--- src/rtl/mem_arb_pkg.sv ---
// rtl/mem_arb_pkg.sv - shared types and constants for the memory port arbiter
package mem_arb_pkg;

    localparam int TXN_ADDR_W = 32;
    localparam int TXN_DATA_W = 32;

    localparam logic PORT_LSU = 1'b0;
    localparam logic PORT_IF  = 1'b1;

    typedef enum logic [1:0] {
        ST_IDLE = 2'd0,
        ST_REQ  = 2'd1,
        ST_WAIT = 2'd2
    } arb_state_t;

    typedef struct packed {
        logic [TXN_ADDR_W-1:0] addr;
        logic                  we;
        logic [TXN_DATA_W-1:0] wdata;
    } txn_t;

endpackage

--- src/rtl/mem_arb_sel.sv ---
// rtl/mem_arb_sel.sv - fixed-priority winner select with a port-1 starvation guard
module mem_arb_sel #(
    parameter int STARVE_MAX = 4
) (
    input  logic i_clk,
    input  logic i_rst,
    input  logic i_req0,
    input  logic i_req1,
    input  logic i_grant_en,
    output logic o_gnt0,
    output logic o_gnt1
);

    localparam int SW = $clog2(STARVE_MAX + 1);

    logic [SW-1:0] r_starve;
    logic          w_force1;
    logic          w_win1;
    logic          w_grant;

    assign w_force1 = (r_starve == SW'(STARVE_MAX));
    assign w_win1   = i_req1 & (~i_req0 | w_force1);
    assign w_grant  = i_grant_en & (i_req0 | i_req1);
    assign o_gnt0   = w_grant & ~w_win1;
    assign o_gnt1   = w_grant & w_win1;

    // Counts port-0 wins while port 1 is kept waiting; saturates at the limit
    always_ff @(posedge i_clk) begin
        if (!i_rst) begin
            r_starve <= '0;
        end else if (!i_req1 || o_gnt1) begin
            r_starve <= '0;
        end else if (o_gnt0 && !w_force1) begin
            r_starve <= r_starve + 1'b1;
        end
    end

endmodule

--- src/rtl/mem_port_arbiter.sv ---
// rtl/mem_port_arbiter.sv - shares one memory port between LSU (port 0) and fetch (port 1)
module mem_port_arbiter
    import mem_arb_pkg::*;
#(
    parameter int ADDR_W     = TXN_ADDR_W,
    parameter int DATA_W     = TXN_DATA_W,
    parameter int STARVE_MAX = 4,
    parameter int TIMEOUT    = 64
) (
    input  logic              i_clk,
    input  logic              i_rst,
    input  logic              i_req0,
    input  logic              i_req1,
    input  logic [ADDR_W-1:0] i_addr0,
    input  logic [ADDR_W-1:0] i_addr1,
    input  logic              i_we0,
    input  logic              i_we1,
    input  logic [DATA_W-1:0] i_wdata0,
    input  logic [DATA_W-1:0] i_wdata1,
    output logic              o_gnt0,
    output logic              o_gnt1,
    output logic              o_rvalid0,
    output logic              o_rvalid1,
    output logic [DATA_W-1:0] o_rdata0,
    output logic [DATA_W-1:0] o_rdata1,
    output logic              o_err0,
    output logic              o_err1,
    output logic              o_proc_req,
    output logic [ADDR_W-1:0] o_addr_out,
    output logic              o_we_out,
    output logic [DATA_W-1:0] o_wdata_out,
    input  logic              i_mem_rdy,
    input  logic              i_mem_valid,
    input  logic [DATA_W-1:0] i_mem_rdata
);

    localparam int TW = $clog2(TIMEOUT);

    arb_state_t        r_state;
    arb_state_t        w_next;
    logic              r_owner;
    txn_t              r_txn;
    logic              r_proc_req;
    logic [TW-1:0]     r_tmo;
    logic [1:0]        r_rvalid;
    logic [1:0]        r_err;
    logic [DATA_W-1:0] r_rdata0;
    logic [DATA_W-1:0] r_rdata1;

    logic              w_sel_gnt0;
    logic              w_sel_gnt1;
    logic              w_idle;
    logic              w_resp;
    logic              w_tmo;
    logic [DATA_W-1:0] w_resp_data;
    txn_t              w_txn0;
    txn_t              w_txn1;

    assign w_idle = (r_state == ST_IDLE);
    assign w_txn0 = '{addr: i_addr0, we: i_we0, wdata: i_wdata0};
    assign w_txn1 = '{addr: i_addr1, we: i_we1, wdata: i_wdata1};

    mem_arb_sel #(
        .STARVE_MAX (STARVE_MAX)
    ) u_sel (
        .i_clk      (i_clk),
        .i_rst      (i_rst),
        .i_req0     (i_req0),
        .i_req1     (i_req1),
        .i_grant_en (w_idle),
        .o_gnt0     (w_sel_gnt0),
        .o_gnt1     (w_sel_gnt1)
    );

    always_ff @(posedge i_clk) begin
        if (!i_rst) begin
            r_state <= ST_IDLE;
        end else begin
            r_state <= w_next;
        end
    end

    always_comb begin
        w_next = r_state;
        unique case (r_state)
            ST_IDLE: if (w_sel_gnt0 || w_sel_gnt1) w_next = ST_REQ;
            ST_REQ:  if (i_mem_rdy) w_next = i_mem_valid ? ST_IDLE : ST_WAIT;
            ST_WAIT: if (i_mem_valid || w_tmo) w_next = ST_IDLE;
            default: w_next = ST_IDLE;
        endcase
    end

    // A zero-latency memory answers in the same REQ cycle it accepts the request
    always_comb begin
        o_gnt0      = w_sel_gnt0;
        o_gnt1      = w_sel_gnt1;
        w_resp      = ((r_state == ST_REQ) && i_mem_rdy && i_mem_valid)
                    || ((r_state == ST_WAIT) && i_mem_valid);
        w_tmo       = (r_state == ST_WAIT) && !i_mem_valid && (r_tmo == TW'(TIMEOUT - 1));
        w_resp_data = r_txn.we ? '0 : i_mem_rdata;
    end

    always_ff @(posedge i_clk) begin
        if (!i_rst) begin
            r_owner    <= PORT_LSU;
            r_txn      <= '0;
            r_proc_req <= 1'b0;
            r_tmo      <= '0;
            r_rvalid   <= '0;
            r_err      <= '0;
            r_rdata0   <= '0;
            r_rdata1   <= '0;
        end else begin
            r_rvalid <= '0;
            r_err    <= '0;
            r_rdata0 <= '0;
            r_rdata1 <= '0;
            if (w_idle && (w_sel_gnt0 || w_sel_gnt1)) begin
                r_owner    <= w_sel_gnt1 ? PORT_IF : PORT_LSU;
                r_txn      <= w_sel_gnt1 ? w_txn1 : w_txn0;
                r_proc_req <= 1'b1;
            end
            if ((r_state == ST_REQ) && i_mem_rdy) begin
                r_proc_req <= 1'b0;
            end
            if (r_state == ST_WAIT) begin
                r_tmo <= (w_resp || w_tmo) ? '0 : r_tmo + 1'b1;
            end
            if (w_resp) begin
                r_rvalid[r_owner] <= 1'b1;
                if (r_owner == PORT_IF) begin
                    r_rdata1 <= w_resp_data;
                end else begin
                    r_rdata0 <= w_resp_data;
                end
            end
            if (w_tmo) begin
                r_err[r_owner] <= 1'b1;
            end
        end
    end

    assign o_rvalid0   = r_rvalid[0];
    assign o_rvalid1   = r_rvalid[1];
    assign o_err0      = r_err[0];
    assign o_err1      = r_err[1];
    assign o_rdata0    = r_rdata0;
    assign o_rdata1    = r_rdata1;
    assign o_proc_req  = r_proc_req;
    assign o_addr_out  = r_txn.addr;
    assign o_we_out    = r_txn.we;
    assign o_wdata_out = r_txn.wdata;

endmodule

--- config.mk ---
export PLATFORM = sky130hd
export DESIGN_NAME = mem_port_arbiter
export DESIGN_NICKNAME = d
export VERILOG_FILES = /design/src/rtl/mem_arb_pkg.sv /design/src/rtl/mem_arb_sel.sv /design/src/rtl/mem_port_arbiter.sv
export SDC_FILE = /design/constraint.sdc
export NUM_CORES = 1
export LEC_CHECK = 0
export ABC_AREA = 1
export CAP_MARGIN = 25
export CORE_MARGIN = 2
export CORE_UTILIZATION = 29
export CTS_BUF_LIST = sky130_fd_sc_hd__clkbuf_4
export DETAILED_ROUTE_END_ITERATION = 10
export PLACE_DENSITY = 0.68
export RECOVER_POWER = 50
export SYNTH_ARGS = -nofsm -noshare
export SYNTH_HDL_FRONTEND = slang
export SYNTH_SLANG_ARGS = --single-unit
--- constraint.sdc ---
create_clock -name i_clk -period 3.95 [get_ports i_clk]
set_clock_uncertainty 0.05 [all_clocks]
set_input_delay 0.79 -clock i_clk [delete_from_list [all_inputs] [get_ports i_clk]]
set_output_delay 0.79 -clock i_clk [all_outputs]
set_load 0.005 [all_outputs]
# == Word-level counts from Yosys, hierarchy flattened ==
# Index checks and enable logic that the tools add are counted.
# op_classes
n_addsub,2
n_lt_le_gt_ge,2
n_eq_ne,7
mux,11
bitwise_logic,10
reduce_logical,24
# op_table
cell,count
$mux W65,1
$mux W32,1
$logic_and A1 B1 Y1,8
$mux W2,4
$add A6 B1 Y6 const B,1
$eq A6 B6 Y1 const B,1
$mux W6,1
$ne A2 B2 Y1 const B,3
$pmux W2 S3,1
$reduce_and A3 Y1,2
$logic_or A1 B1 Y1,5
$and A1 B1 Y1,4
$not A1 Y1,4
$reduce_and A2 Y1,2
$reduce_or A2 Y1,2
$add A3 B1 Y3 const B,1
$eq A3 B3 Y1 const B,1
$logic_not A1 Y1,3
$reduce_or A3 Y1,1
$eq A2 B1 Y1 const B,1
$eq A2 B2 Y1 const B,1
$logic_not A2 Y1,1
$lt A1 B2 Y1 const B,1
$mux W1,2
other kinds (3),4
# totals
regBits,146
input_bits,168
output_inout_bits,136
elab_cells,68

# == Depth between registers and ports, before layout ==
# depth
word_depth,8
depth_mapped,10
mapped_depth_nobuf,9

# == By module ==
# Synthesis repeated with hierarchy kept, for this count alone.
# unflattened
cells_unflattened,788
hier_area_um2,5667.9
# by_module_without_submodules
module,instances,cells_each,area_per_inst_um2,seq_area_each_um2
mem_port_arbiter,1,750,5431.5,2862.7
mem_arb_sel,1,38,236.5,60.1

# == Worst setup path before layout ==
# Ideal clock, no wire load.
# synth_timing
path_type,input port to output port
startpoint,input port i_req1
endpoint,output port o_gnt0
arrival_time_ns,1.400
t_required_ns,3.110
setup_slack_ns,1.710
cell_stages,5
path_buffers,2
cell_sequence,buf_2 -> nand2_1 -> nand2_4 -> buf_6 -> inv_1
# synth_between
elab_chain_len,3
word_cells_on_any_way,5
cone_classes,bitwise (5)
# synth_rtl
item,line,text
"start, declared",mem_port_arbiter.sv:13,"input logic i_req1,"
$or A1 B1 Y1 or $and A1 B1 Y1 (tied branches),"mem_arb_sel.sv:23, mem_arb_sel.sv:22",
$and A1 B1 Y1 or $not A1 Y1 (tied branches),"mem_arb_sel.sv:23, mem_arb_sel.sv:24",
$and A1 B1 Y1 *,mem_arb_sel.sv:24,assign o_gnt0 = w_grant & ~w_win1;
"end, declared",mem_port_arbiter.sv:20,"output logic o_gnt0,"
# Every way passes the cells marked *; elsewhere a longest branch is shown, timed or not.

# == Worst setup path after layout ==
# layout_timing
startpoint,input port i_req1
endpoint,register r_txn (netlist bit o_addr_out[19])
# layout_between
elab_chain_len,5
word_cells_on_any_way,9
cone_classes,mux (1); bitwise (6); reduce/logical (2)
# layout_rtl
item,line,text
$or A1 B1 Y1 or $and A1 B1 Y1 (tied branches),"mem_arb_sel.sv:23, mem_arb_sel.sv:22",
$and A1 B1 Y1 or $not A1 Y1 (tied branches),"mem_arb_sel.sv:23, mem_arb_sel.sv:24",
"$and A1 B1 Y1, on equally long branches","mem_arb_sel.sv:24, mem_arb_sel.sv:25",
$logic_or A1 B1 Y1,mem_port_arbiter.sv:118,if (w_idle && (w_sel_gnt0 || w_sel_gnt1)) begin
$logic_and A1 B1 Y1,mem_port_arbiter.sv:118,
"end signal, assigned",mem_port_arbiter.sv:120,r_txn <= w_sel_gnt1 ? w_txn1 : w_txn0;
"end, declared",mem_port_arbiter.sv:42,txn_t r_txn;
# Parallel ways exist; a longest one is shown, timed or not.
# A chain may end at the register's enable or synchronous reset.

==> summary.md <==
| Metric | Value |
|---|---|
| Status | `finished, violations left` |
| Violated checks | `max-capacitance violations, max-slew violations` |
| Number of synthesized flops with an enable pin | `0` |
| IO Port Bufs | `303` |
| Total GRT Usage | `0.171` |
| CP Capture Point | `o_addr_out[19]$_SDFFE_PN0P_` |
| PD cells | `353 mW/mm^2` |
| Final worst slack | `487 ps` |
| TNS Setup | `0 ps` |
| Fin nets | `1262` |
| Top cell type's share of synthesized area | `0.501` |
| Mapped cell area | `0.00584 sq mm` |
| Post-synthesis average cell area | `7.26 sq um` |
| Wire length per cell | `13.6 um` |
| Layout Utilization | `0.470` |
| Register area share after synthesis | `0.501` |
| Antenna-violating nets left | `0` |
| Crit path DAT | `3880 ps` |
| Largest net degree at the start of global routing | `68` |
| Vias in the first global route | `5619` |
| Internal reg-to-reg setup slack | `1020 ps` |
| Worst hold slack | `421 ps` |
| Clock latency on the worst-skew pair | `530 ps` |
| Most frequent cells after synthesis | `nand2_1 (261), nor2_1 (148), dfxtp_1 (146), inv_1 (70), a21oi_1 (57)` |
| Max-cap violations | `2` |
| RSZ-0062 raised after global routing | `false` |
| Max stage delay on crit path | `1470 ps` |
| Leak | `0.00419 uW` |
| Initial DRC count | `232` |
| Ant diodes | `0` |
| GP Congestion | `0.788` |
| Setup Fix Bufs, Post-CTS | `0` |
| Hold_buf cts | `0` |
| Main flop type after synthesis | `dfxtp_1` |
| DP Wirelength | `13100 um` |
| Remaining Overflow, GRT | `0` |
| FF+latch count, synth | `146` |
| Clk sink count | `146` |
| TritonCTS Buffers | `17` |
| Setup-failing EPs final | `0` |
| First-pass GRT wire length | `29200 um` |
| Synth Warn # | `0` |
| Tightest Hold Check Type | `reg -> reg` |
| CP endpoint kind | `flip-flop` |
| Hold Fails Final Rpt | `0` |
| Initial antenna violation count | `0` |
| Die W | `146 um` |
| Mapped Cells | `804` |
| First drt pass iteration count | `4` |
| Htree depth | `4` |
| Crit start category | `input port` |
| CTS clk-pin slew, worst paths | `140 ps` |
| Peak Freq | `289 MHz` |
| Number of remaining DRC errors | `0` |
| Number of gates resized after cts | `0` |
| Crit path kind | `in -> reg` |
| Area contributors post-synth | `dfxtp_1 (50%), nand2_1 (17%), nor2_1 (9.5%)` |
| Num ports | `304` |
| Initial core utilization | `0.298` |
| Vias | `5961` |
| Synth-to-layout area growth | `57.9%` |
| Final slew viol count | `111` |
| Ys async rst share | `0` |
| Yosys top cell by area | `dfxtp_1` |
| Max clock buf depth | `2` |
| Mapped Nets | `975` |
| Most common cell in the netlist | `nand2_1` |
| Final Cell Area | `0.00922 sq mm` |
| Worst Reg-to-Reg Cells | `8` |
| CTS tree | `done` |
| Placed inst area | `0.00898 sq mm` |
| Height of the die | `146 um` |
| Dpl ws | `756 ps` |
| Cell mode on critical path | `nand2_1` |
| Worst vdd ir | `0.212 mV` |
| Worst-margin pin slew | `2040 ps` |
| Worst setup path startpoint | `i_req1` |
| Root Driver | `clkbuf_4` |
| Core Area | `0.0196 sq mm` |
| Terminus of the critical flop-to-flop path | `o_addr_out[19]$_SDFFE_PN0P_` |
| Worst R2R Start | `r_state[0]$_SDFFE_PN0P_` |
| Worst Path Max Fanout | `42` |
| FP Rows | `51` |
| Post-synth cell types | `27` |
| Routed WL | `18600 um` |
| Period utilisation layout | `0.877` |
| Req. time, crit path | `4370 ps` |
| Vias per Instance | `4.36` |
| Crit path cell chain | `dlygate4sd3_1 -> nor2_1 -> nor2_8 -> clkbuf_1 -> nand2_1 -> nand2_1 -> nand2_1 -> a21oi_1` |
| Slew HR | `-0.358` |
| Die ar. | `0.0213 sq mm` |
| Worst path slowest cell | `clkbuf_1` |
| Layout cell share with drive strength beyond 1 | `0.0490` |
| Period minus WS final | `3460 ps` |
[how the worst min path moves through the flow]
stage                           startpoint                           to  slack [ps]  depth (start not counted)
4_1_cts         o_addr_out[4]$_SDFFE_PN0P_   o_addr_out[4]$_SDFFE_PN0P_         420                          2
6_report       o_addr_out[17]$_SDFFE_PN0P_  o_addr_out[17]$_SDFFE_PN0P_         420                          2
2_1_floorplan         r_owner$_SDFFE_PN0P_          r_err[0]$_SDFF_PN0_         410                          1
5_1_grt               r_owner$_SDFFE_PN0P_          r_err[0]$_SDFF_PN0_         430                          1
3_5_place_dp    o_addr_out[4]$_SDFFE_PN0P_   o_addr_out[4]$_SDFFE_PN0P_         400                          2
3_3_place_gp   o_wdata_out[3]$_SDFFE_PN0P_  o_wdata_out[3]$_SDFFE_PN0P_         400                          2
[logic make-up after synthesis]
logic type,share of synthesized area
AO/OA/AOI/OAI,0.0654
buffers and inverters,0.0982
AND/OR/NAND/NOR,0.323
XOR/XNOR,0.00450
multiplexers,0.00172
adder cells (fa/ha/maj),0.00643
flip-flops,0.501
[metrics by stage]
stage,cells,total power [uW]
3_3_place_gp,1337,2350
6_report,1368,3260
4_1_cts,1368,3310
3_5_place_dp,1337,2350
5_1_grt,1368,3460
2_1_floorplan,804,1950
[state kept, by name, summed over array words and instances (netlist names)]
signal,flops
o_addr_out,32
o_proc_req,1
o_rdata0,32
o_rdata1,32
o_wdata_out,32
o_we_out,1
r_err,2
r_owner,1
r_rvalid,2
r_state,2
r_tmo,6
u_sel.r_starve,3
[placed cells by master (no fill, tap or decap), types with 2 or more instances in the layout]
| cell | instances |
|---|---|
| inv_1 | 70 |
| ha_1 | 3 |
| nand4_1 | 27 |
| clkdlybuf4s50_1 | 278 |
| o21ai_0 | 15 |
| nand3_1 | 10 |
| buf_4 | 6 |
| inv_2 | 6 |
| clkbuf_1 | 2 |
| clkbuf_4 | 17 |
| a21oi_1 | 57 |
| clkinvlp_4 | 5 |
| inv_6 | 6 |
| dfxtp_1 | 146 |
| xor2_1 | 2 |
| nand2_2 | 4 |
| nor2_1 | 149 |
| dlygate4sd3_1 | 25 |
| nand2_1 | 260 |
| nand3_2 | 2 |
[critical path, delay by kind of cell]
family / cells / cell delay, ps
buffers and inverters: 2 / 2150
and+or+nand+nor: 5 / 810
AOI/OAI and AO/OA: 1 / 110
[power breakdown]
part	internal (uW)	switching (uW)	total [uW]
clock	329	613	942
combinational	382	336	718
sequential	1550	42.1	1600
total	2260	990	3260
[final cells by class]
cell class	instances	area (sq um)
flip-flops and latches	146	2920
fillers	1951	10400
inverters	76	285
clock buffers	17	128
well taps	265	332
clock inverters	14	148
repair buffers	312	3090
multi-input cells	538	2310
[layer usage]
layer | routed length, um | up-vias | global-route usage
met3 | 1700 | 19 | 0.0674
met1 | 8010 | 2673 | 0.205
met2 | 8530 | 233 | 0.284
li1 | - | 3036 | -
met5 | 0 | - | 0
met4 | 327 | 0 | 0.0490
Note: power is estimated with default switching activity, not from simulation.
